**config.mk**
```make
export PLATFORM = sky130hd
export DESIGN_NAME = rsc_inter
export DESIGN_NICKNAME = d
export VERILOG_FILES = /design/src/rtl/rsc_inter.sv
export SDC_FILE = /design/constraint.sdc
export NUM_CORES = 1
export LEC_CHECK = 0
export ABC_AREA = 1
export CAP_MARGIN = 20
export CORE_ASPECT_RATIO = 0.7
export CORE_MARGIN = 8
export CORE_UTILIZATION = 43
export CTS_CLUSTER_SIZE = 40
export DETAILED_ROUTE_END_ITERATION = 7
export PLACE_DENSITY = 0.81
export SLEW_MARGIN = 5
export SYNTH_ARGS = -nofsm -noshare
export SYNTH_HDL_FRONTEND = slang
export SYNTH_SLANG_ARGS = --single-unit
```
**constraint.sdc**
```tcl
create_clock -name clk -period 0.8 [get_ports clk]
set_clock_uncertainty 0.1 [all_clocks]
set_input_delay 0.12 -clock clk [delete_from_list [all_inputs] [get_ports clk]]
set_output_delay 0.12 -clock clk [all_outputs]
set_load 0.005 [all_outputs]
```
**src/rtl/rsc_inter.sv**
```systemverilog
// Turbo-style front end: systematic copy, interleaved copy and two RSC (13,15) parity words.
// Define RSC_STATE_CARRY_EN to carry encoder state across words instead of restarting at 000.
module rsc_inter (
    input  logic       clk,
    input  logic       reset,
    input  logic [7:0] in,
    output logic [7:0] out1,
    output logic [7:0] out2,
    output logic [7:0] out,
    output logic [7:0] out3
);

    logic [7:0] int_word;
    logic [2:0] st_a_in, st_b_in;
    logic [2:0] st_a_end, st_b_end;
    logic [7:0] par_a, par_b;

    // Result packs {end_state, parity}; state is {s3, s2, s1}.
    function automatic logic [10:0] rsc_word(input logic [7:0] u, input logic [2:0] st);
        logic       s1, s2, s3, a;
        logic [7:0] p;
        s1 = st[0];
        s2 = st[1];
        s3 = st[2];
        p  = 8'h00;
        for (int k = 0; k < 8; k++) begin
            a    = u[k] ^ s2 ^ s3;
            p[k] = a ^ s1 ^ s3;
            s3   = s2;
            s2   = s1;
            s1   = a;
        end
        return {s3, s2, s1, p};
    endfunction

    // P(i) = (5*i + 3) mod 8
    always_comb begin
        int_word = 8'h00;
        for (int i = 0; i < 8; i++) begin
            int_word[i] = in[(5 * i + 3) % 8];
        end
    end

`ifdef RSC_STATE_CARRY_EN
    logic [2:0] st_a_q, st_b_q;

    always_ff @(posedge clk or posedge reset) begin
        if (reset) begin
            st_a_q <= 3'b000;
            st_b_q <= 3'b000;
        end else begin
            st_a_q <= st_a_end;
            st_b_q <= st_b_end;
        end
    end

    assign st_a_in = st_a_q;
    assign st_b_in = st_b_q;
`else
    assign st_a_in = 3'b000;
    assign st_b_in = 3'b000;
`endif

    always_comb begin
        {st_a_end, par_a} = rsc_word(in, st_a_in);
        {st_b_end, par_b} = rsc_word(int_word, st_b_in);
    end

    always_ff @(posedge clk or posedge reset) begin
        if (reset) begin
            out1 <= 8'h00;
            out2 <= 8'h00;
            out  <= 8'h00;
            out3 <= 8'h00;
        end else begin
            out1 <= in;
            out2 <= par_a;
            out  <= int_word;
            out3 <= par_b;
        end
    end

endmodule

```
==> run metrics, run 1 <==
outcome=complete, but fails checks; failing checks=setup timing; global-route wire length before repair=between 5000 and 6000 µm; Worst setup EP type=flip-flop; CTS H-tree lvls=1; die height=58.3 µm; Arrival @ worst endpoint=1290 ps; Ports=42; async set-reset flop share out of synthesis=1.00; logic gate share of total power=0.402; Max VDD drop=slightly above 700 µV; top post-synthesis cells by count=nand2_1 (31), dfrtp_1 (22), nand3_1 (21), inv_1 (18); placed cell area=0.00183 mm²; Reg clk slew, reported paths=120 ps; Tmin final=1140 ps; CTS Buf Count=3; final setup fails=43; CTS root buf=clkbuf_4; count leader, synth=nand2_1; CP Max Fanout=5; sw frac=0.335; Worst Tran Pin Value=242 ps; P_sw=1060 µW; mean routed wirelength per cell=17.3 µm; Post-Route Setup TNS=-9470 ps; Cell Area, Synth=0.00110 mm²; achievable frequency=0.880 GHz; MaxCap Viol Count=0; initial antenna violation count=0; CP startpoint=in[3]; total wire length=3880 µm; drt pass-1 iters=4; Syn Inst Count=roughly 130; Final HPWL DP=around 2300 µm; Final Core Density=0.846; die width=76.4 µm; share of cells above drive strength 1=0.668; die area=between 0.004 and 0.005 mm²; Port Buf Inserts=41; sequential share of the synthesized area=0.501; clock sink count=22; yosys warns=0; Design Area, Final=0.00206 mm²; 1st-iter DRT viols=54; core area=0.00244 mm²; Remaining Overflow, GRT=0; Final ANT Viol Nets=0; post-synthesis area per instance=around 8.7 µm²; leakage=0.00107 µW; critical setup path kind=in2reg; Area Overhead vs Synth=87.9%; worst slack, placed=-1070 ps; Max-slew headroom=0.839; vias in the first global route=1169; syn_nets=roughly 140; sequential power share=0.406; CP peak stage delay=about 240 ps; GPL Wtd Cong=between 0.8 and 0.9; Via-to-Cell Ratio=4.95; Worst Hold Class=in2reg; clock tree buffer depth=2; CP most frequent cell=nand2_1; CTS tree=done; DR vias=1108; largest net degree at the start of global routing=23; dominant cell type by area after synthesis=dfrtp_1; fin nets=201; Final Cycle Share=1.42; DRC errors left=0; post-layout power=between 3000 and 4000 µW; post-synthesis register bit count=22; Tot GR Track Use=0.167; slowest cell on the critical path=or2_1; Initial Util=0.450; Pint=2110 µW; Worst Setup Start Kind=input pin; RSZ-0062 raised after global routing=true; main flop type after synthesis=dfrtp_1; CP Cell Sequence=buf_6 -> buf_6 -> xnor2_2 -> or2_1 -> nand2_1 -> nand2_1 -> nand2_2 -> inv_1 -> nand3_2 -> nand2_1 -> inv_1; clock share of power=0.191; PD cells=1530 mW/mm²; antenna cell count=0; EDFF count, synth=0; Distinct cells, synth=14; row cnt=15; worst setup path endpoint=out3[7]; Req. time, crit path=950 ps; final hold viol count=0; share of the synthesized area in the top cell type=0.501; setup ws final=-337 ps; fin. max-slew vios=0; leading post-synthesis cells by cell area=dfrtp_1 (50%), nand2_1 (11%), nand3_1 (9.6%)
-- flip-flops by register name, indices dropped and copies added, names as in the netlist --
name and cells:
out2 7, out3 7, out1 7, out 1
-- cell families after synthesis --
kind of cell,Yosys count,synth area share
and+or+nand+nor,67,0.300
xor gates and xnor gates,7,0.0626
buffers and inverters,30,0.137
DFF,22,0.501
-- per-stage QoR --
stage | instances | hold slack [ps]
6_report | 224 | 14.3
5_1_grt | 224 | -3.67
4_1_cts | 221 | -39.8
3_5_place_dp | 211 | 363
3_3_place_gp | 211 | 357
2_1_floorplan | 126 | 9.23
-- layout make-up --
cell class,instances,area [µm²]
clock buffers,4,36.3
fillers,119,375
inverters,20,139
multi-input cells,74,739
flip-flops and latches,22,551
well taps,34,42.5
repair buffers,70,557
-- worst max-delay path: cells and delay by family --
family | cells | cell delay, ps
buffers and inverters | 4 | 330
AND/OR/NAND/NOR | 6 | 680
XOR/XNOR | 1 | 140
-- power groups by stage --
stage | registers [µW] | logic [µW] | clock network, µW
2_1_floorplan | 1340 | 473 | 0
3_3_place_gp | 1310 | 1070 | 0
3_5_place_dp | 1310 | 1100 | 0
4_1_cts | 1280 | 1170 | 614
5_1_grt | 1300 | 1360 | 665
6_report | 1290 | 1270 | 605
-- timing repair --
action                     4_1_cts  5_1_grt
pin swaps                       24       16
hold buffers                     1        2
gates resized for setup        201       14
hold endpoints to repair         2        2
setup buffers                    8        3
setup endpoints to repair       46       43
-- layer usage --
| metal | GRT usage | part of all wire | vias up |
|---|---|---|---|
| met3 | 0.0350 | 0.053 | 16 |
| met2 | 0.307 | 0.53 | 48 |
| met4 | 0.0790 | 0.040 | 0 |
| li1 | - | - | 507 |
| met1 | 0.183 | 0.37 | 537 |
| met5 | 0 | 0 | - |
-- worst min path at each step --
stage	depth (start not counted)	endpoint	startpoint	slack [ps]
finish	2	out1[0]	in[0]	10
global route	2	out1[0]	in[0]	-4
CTS	2	out1[2]	in[2]	-40
global placement	3	out2[4]	reset	360
detailed placement	3	out2[5]	reset	360
floorplan	1	out1[0]	reset	9
-- layout by cell type (no fill, tap or decap) --
master,count
xnor2_2,2
buf_2,33
nand4_1,1
buf_6,7
nand2_1,10
clkdlybuf4s50_1,1
nand3_2,7
buf_8,1
inv_8,1
nand2_2,14
xor2_4,1
or2_1,1
dlymetal6s2s_1,1
inv_16,3
inv_1,11
clkbuf_4,4
clkbuf_8,1
buf_4,16
dlygate4sd3_1,3
dlygate4sd2_1,2
inv_4,3
xor2_1,3
nand2_4,13
buf_12,5
nand3_4,7
nand3_1,8
dfrtp_1,22
inv_2,2
nand2_8,6
xor2_2,1
Power figures use the tool's default switching activity.
==> run 2, diff against run 1 <==
CORE_ASPECT_RATIO = 1.5   (was 0.7)
CORE_UTILIZATION = 45   (was 43)
CTS_BUF_LIST = sky130_fd_sc_hd__clkbuf_2 sky130_fd_sc_hd__clkbuf_4 sky130_fd_sc_hd__clkbuf_8   (was not set)
PLACE_DENSITY = 0.84   (was 0.81)
==> run 2 against run 1 <==
- the flow still finishes with violations (setup timing)
- fmax is 5.9% lower
- setup slack got worse by 71 ps
- sequential power about the same
- non-clock buffer count grew 3
- wire length grew 24%
- first-iteration DRC count decreased by 61%
- power up 12%
- clock power up 41%
- sequential cell count unchanged
- core utilization increased by 6.0 points
- combinational power up 11%
- cell count decreased by 2.7%
- critical endpoint is now out1[3]
- highest routed layer unchanged
==> run metrics, run 2 (same netlist as run 1, synthesis figures left out) <==
outcome=complete, but fails checks; failing checks=setup timing; Worst Hold Class=in2async; Initial Util=0.459 (+0.00847); Regs by FF count=out1: 7 flops, out2: 7 flops, out3: 7 flops; # hold bufs at CTS=4 (+3); Remaining Overflow, GRT=0 (unchanged); final setup fails=43 (unchanged); clock tree buffer depth=2 (unchanged); die height=76.5 µm (+31%); final hold viol count=0 (unchanged); CTS tree=done; CP Max Fanout=2 (-3); DRC errors left=0 (unchanged); Worst Setup Start Kind=flip-flop; CP peak stage delay=420 ps (+180 ps); worst slack, placed=-1070 ps (-2.37 ps); Area Overhead vs Synth=97.6%; fin nets=204 (+1.5%); core area=0.00239 mm² (-1.8%); PD cells=1640 mW/mm² (+6.8%); Final Cycle Share=1.51 (+0.0884); Port Buf Inserts=41 (unchanged); Via-to-Cell Ratio=5.30 (+7.2%); slowest cell on the critical path=dfrtp_1; Arrival @ worst endpoint=990 ps (-300 ps); die width=56.3 µm (-26%); Worst Tran Pin Value=264 ps (+22.8 ps); Inst Count DP=201 (-4.7%); CTS root buf=clkbuf_4; # fillers=88 (-26%); GPL Wtd Cong=0.864 (+2.5%); commonest cells after routing, fill and taps aside=buf_2 (29), dfrtp_1 (22), nand2_4 (20); Worst setup EP type=output pin; Tmin final=1210 ps (+70.7 ps); global-route wire length before repair=7020 µm (+18%); initial antenna violation count=1 (+1); total wire length=4820 µm (+24%); largest net degree at the start of global routing=17 (-26%); MaxCap Viol Count=0 (unchanged); CP Cell Sequence=buf_4 -> buf_6; clock sink count=22 (unchanged); Max-slew headroom=0.824 (-0.0149); Reg clk slew, reported paths=130 ps (about the same); Req. time, crit path=580 ps (-370 ps); share of cells above drive strength 1=0.710 (+0.0414); RSZ-0062 raised after global routing=true; critical setup path kind=reg2out; final std cells w/o fill=218 (-2.7%); achievable frequency=0.828 GHz (-5.9%); Max VDD drop=1020 µV (+41%); drt pass-1 iters=4 (unchanged); setup ws final=-407 ps (-70.7 ps); leakage=0.00112 µW (+5.0%); Ports=42 (unchanged); Final ANT Viol Nets=0 (unchanged); most common cell after layout, fill and taps aside=buf_2; mean routed wirelength per cell=22.1 µm (+28%); die area=0.00431 mm² (-3.2%); Tot GR Track Use=0.208 (+0.0414); CP startpoint=out1[3]; row cnt=22 (+7); DR vias=1156 (+4.3%); Final HPWL DP=2530 µm (+11%); 1st-iter DRT viols=21 (-61%); CTS Buf Count=3 (unchanged); fin. max-slew vios=0 (unchanged); vias in the first global route=1265 (+8.2%); CTS H-tree lvls=1 (unchanged)
## run 2: cell types whose count changed in the layout (fill, tap and decap cells not counted), moves of 2 or more
cell,previous run,this run
nand2_4,13,20
buf_12,5,3
nand2_2,14,8
nand3_2,7,11
buf_2,33,29
buf_6,7,11
nand3_1,8,3
buf_8,1,3
buf_4,16,19
## run 2: repair_timing
item | 4_1_cts | 5_1_grt
gates resized for setup | 214 | 24
hold endpoints to repair | 4 | 1
pin swaps | 21 | 13
endpoints found under the setup margin | 46 | 42
setup buffers | 9 | 1
## run 2: critical path, delay by kind of cell, from the launching register on
kind     cells  cell delay, ps
flops        1             420
buf+inv      2             240
## run 2: worst max path at each step
stage,slack (ps),end
after detailed placement,-1070,out3[6]
final,-410,out1[3]
after CTS,-390,out1[3]
after global placement,-1010,out3[6]
after floorplan,-260,out2[7]
after global routing,-450,out1[3]
## run 2: cell type report
cell class,count,area (µm²),share of cell area
tap,24,30.0,0.0138
antenna,1,2.50,0.00115
clock inverter,1,30.0,0.0138
timing repair buffer,73,593,0.273
multi-input combinational,74,803,0.370
sequential,22,551,0.254
inverter,20,139,0.0640
clock buffer,3,22.5,0.0104
## run 2: where the power goes
part           internal (µW)  total, µW  switching [µW]
clock network            507        855             348
registers               1250       1290            42.9
logic                    617       1410             788
total                   2370       3550            1180
## run 2: per-stage QoR
step	utilization	power (µW)	instance area (µm²)	hold slack, ps	setup TNS (ps)
after floorplan	-	1810	1260	9.23	-1590
after global placement	0.759	2380	1820	358	-19760
after detailed placement	0.759	2440	1820	365	-20980
after CTS	0.871	3360	2090	12.2	-10440
after global routing	0.906	3700	2170	-18.7	-12340
final	0.906	3550	2170	5.34	-11030
## run 2: layer usage
layer	vias up	GRT usage	part of all wire
li1	518	-	-
met1	590	0.200	0.35
met2	34	0.381	0.58
met3	14	0.0383	0.032
met4	0	0.138	0.042
met5	-	0	0
==> run 3, diff against run 2 <==
SKIP_LAST_GASP = 1   (was not set)
==> run 3 against run 2 <==
- the run still ends with setup timing left
- cell count is 0.92% higher
- die area did not move
- highest routed layer unchanged
- clock-buffer cell count did not move
- combinational power up 4%
- power grew 1.8%
- non-clock buffer count up 3
- clock power about the same
- wire length grew 11%
- worst hold slack improved by 17 ps
- sequential cell count did not move
- largest cell class unchanged
- via count rose by 6.8%
- critical endpoint unchanged
==> run metrics, run 3 (same netlist as run 1, synthesis figures left out) <==
outcome=complete, but fails checks; failing checks=setup timing; PD cells=1640 mW/mm² (-0.11%); leakage=0.00113 µW (+1.1%); total wire length=5350 µm (+11%); final std cells w/o fill=220 (+0.92%); initial antenna violation count=0 (-1); sequential power share=0.358 (-0.006); die height=76.5 µm (unchanged); core area=0.00239 mm² (unchanged); clock sink count=22 (unchanged); sw frac=0.337 (+0.00522); clock share of power=0.236 (-0.005); commonest cells after routing, fill and taps aside=buf_2 (29), dfrtp_1 (22), buf_4 (20); die area=0.00431 mm² (unchanged); CP Max Fanout=2 (unchanged); placed cell area=0.00182 mm² (unchanged); die width=56.3 µm (unchanged); CP Buf/Inv Count=2 (unchanged); slowest cell on the critical path=dfrtp_1; fin. max-slew vios=0 (unchanged); achievable frequency=0.829 GHz (+0.13%); final setup fails=45 (+4.7%); Remaining Overflow, GRT=0 (unchanged); Arrival @ worst endpoint=990 ps (about the same); Reg clk slew, reported paths=130 ps (about the same); CTS H-tree lvls=1 (unchanged); Max VDD drop=1280 µV (+26%); Regs by FF count=out1: 7 flops, out2: 7 flops, out3: 7 flops; clock tree buffer depth=2 (unchanged); setup ws final=-406 ps (+1.54 ps); CTS tree=done; Tot GR Track Use=0.198 (-0.00992); share of cells above drive strength 1=0.730 (+0.0197); Final HPWL DP=2530 µm (unchanged); row cnt=22 (unchanged); mean routed wirelength per cell=24.3 µm (+10%); MaxCap Viol Count=0 (unchanged); Port Buf Inserts=41 (unchanged); P_sw=1220 µW (+3.4%); Area Overhead vs Synth=101%; Worst setup EP type=output pin; worst slack, placed=-1070 ps (unchanged); DRC errors left=0 (unchanged); CP peak stage delay=420 ps (about the same); Req. time, crit path=580 ps (about the same); most common cell after layout, fill and taps aside=buf_2; cell family with most CP delay=flip-flops; fin nets=207 (+1.5%); RSZ-0062 raised after global routing=true; Final Cycle Share=1.51 (-0.00192); critical setup path kind=reg2out; Worst Hold Class=in2reg; antenna cell count=0 (-1); Pint=2400 µW (+1.0%); vias in the first global route=1248 (-1.3%); Worst Tran Pin Value=280 ps (+15.4 ps); Via-to-Cell Ratio=5.61 (+5.9%); post-layout power=3620 µW (+1.8%); CTS Buf Count=3 (unchanged); final hold viol count=0 (unchanged); 1st-iter DRT viols=55 (+160%); CP Cell Sequence=buf_4 -> buf_6; drt pass-1 iters=4 (unchanged); Max-slew headroom=0.814 (-0.0102); Tmin final=1210 ps (-1.54 ps); GPL Wtd Cong=0.864 (unchanged); Hold Slack=21.9 ps (+16.6 ps); DR vias=1235 (+6.8%); Ports=42 (unchanged); Worst Setup Start Kind=flip-flop; CTS root buf=clkbuf_4; Final ANT Viol Nets=0 (unchanged); global-route wire length before repair=6600 µm (-5.9%); Initial Util=0.459 (unchanged); Design Area, Final=0.00221 mm² (+1.9%); logic gate share of total power=0.406 (+0.011); Inst Count DP=201 (unchanged); largest net degree at the start of global routing=17 (unchanged)
==> run 3: changes by cell type in the layout (fill, tap and decap cells not counted), sizes merged <==
cell,before,now
diode,1,0
buf,65,68
==> run 3: worst paths after layout <==
path | start | endpoint | slack [ps] | cells past startpoint
worst max-delay path | out1[3] | out1[3] | -410 | 2
max in group asynchronous | reset | out2[3] | 420 | 3
min in group asynchronous | reset | out3[1] | 40 | 3
worst min-delay path | in[7] | out[4] | 20 | 1
==> run 3: metal layers <==
layer  global-route usage  vias to the layer above  share of wire
met4                0.101                        0          0.045
met2                0.384                       57           0.58
li1                     -                      520              -
met5                    0                        -              0
met1                0.181                      638           0.33
met3               0.0400                       20          0.046
==> run 3: per-stage QoR <==
step                 util  setup TNS [ps]
CTS                 0.862          -10510
global placement    0.759          -19760
finish              0.924          -11810
detailed placement  0.759          -20980
global route        0.924          -12940
floorplan               -           -1590
==> run 3: power by group through the flow <==
stage / clock (µW) / combinational, µW / sequential, µW
floorplan: 0 / 473 / 1340
detailed placement: 0 / 1110 / 1320
global route: 899 / 1540 / 1310
global placement: 0 / 1070 / 1310
CTS: 848 / 1210 / 1290
finish: 852 / 1470 / 1300
==> run 3: area by class of cell <==
cell class              instances  area [µm²]
inverters                      20         139
repair buffers                 76         618
well taps                      24        30.0
clock inverters                 1        30.0
flip-flops and latches         22         551
clock buffers                   3        22.5
fillers                        77         183
multi-input cells              74         822
==> run 3: timing repair <==
item                                    4_1_cts  5_1_grt
endpoints found under the hold margin         4        1
endpoints found under the setup margin       46       42
pin swaps                                    20       26
resized for setup                           211       36
gates cloned                                  0        0
hold buffers                                  3        1
setup buffers                                 9        6
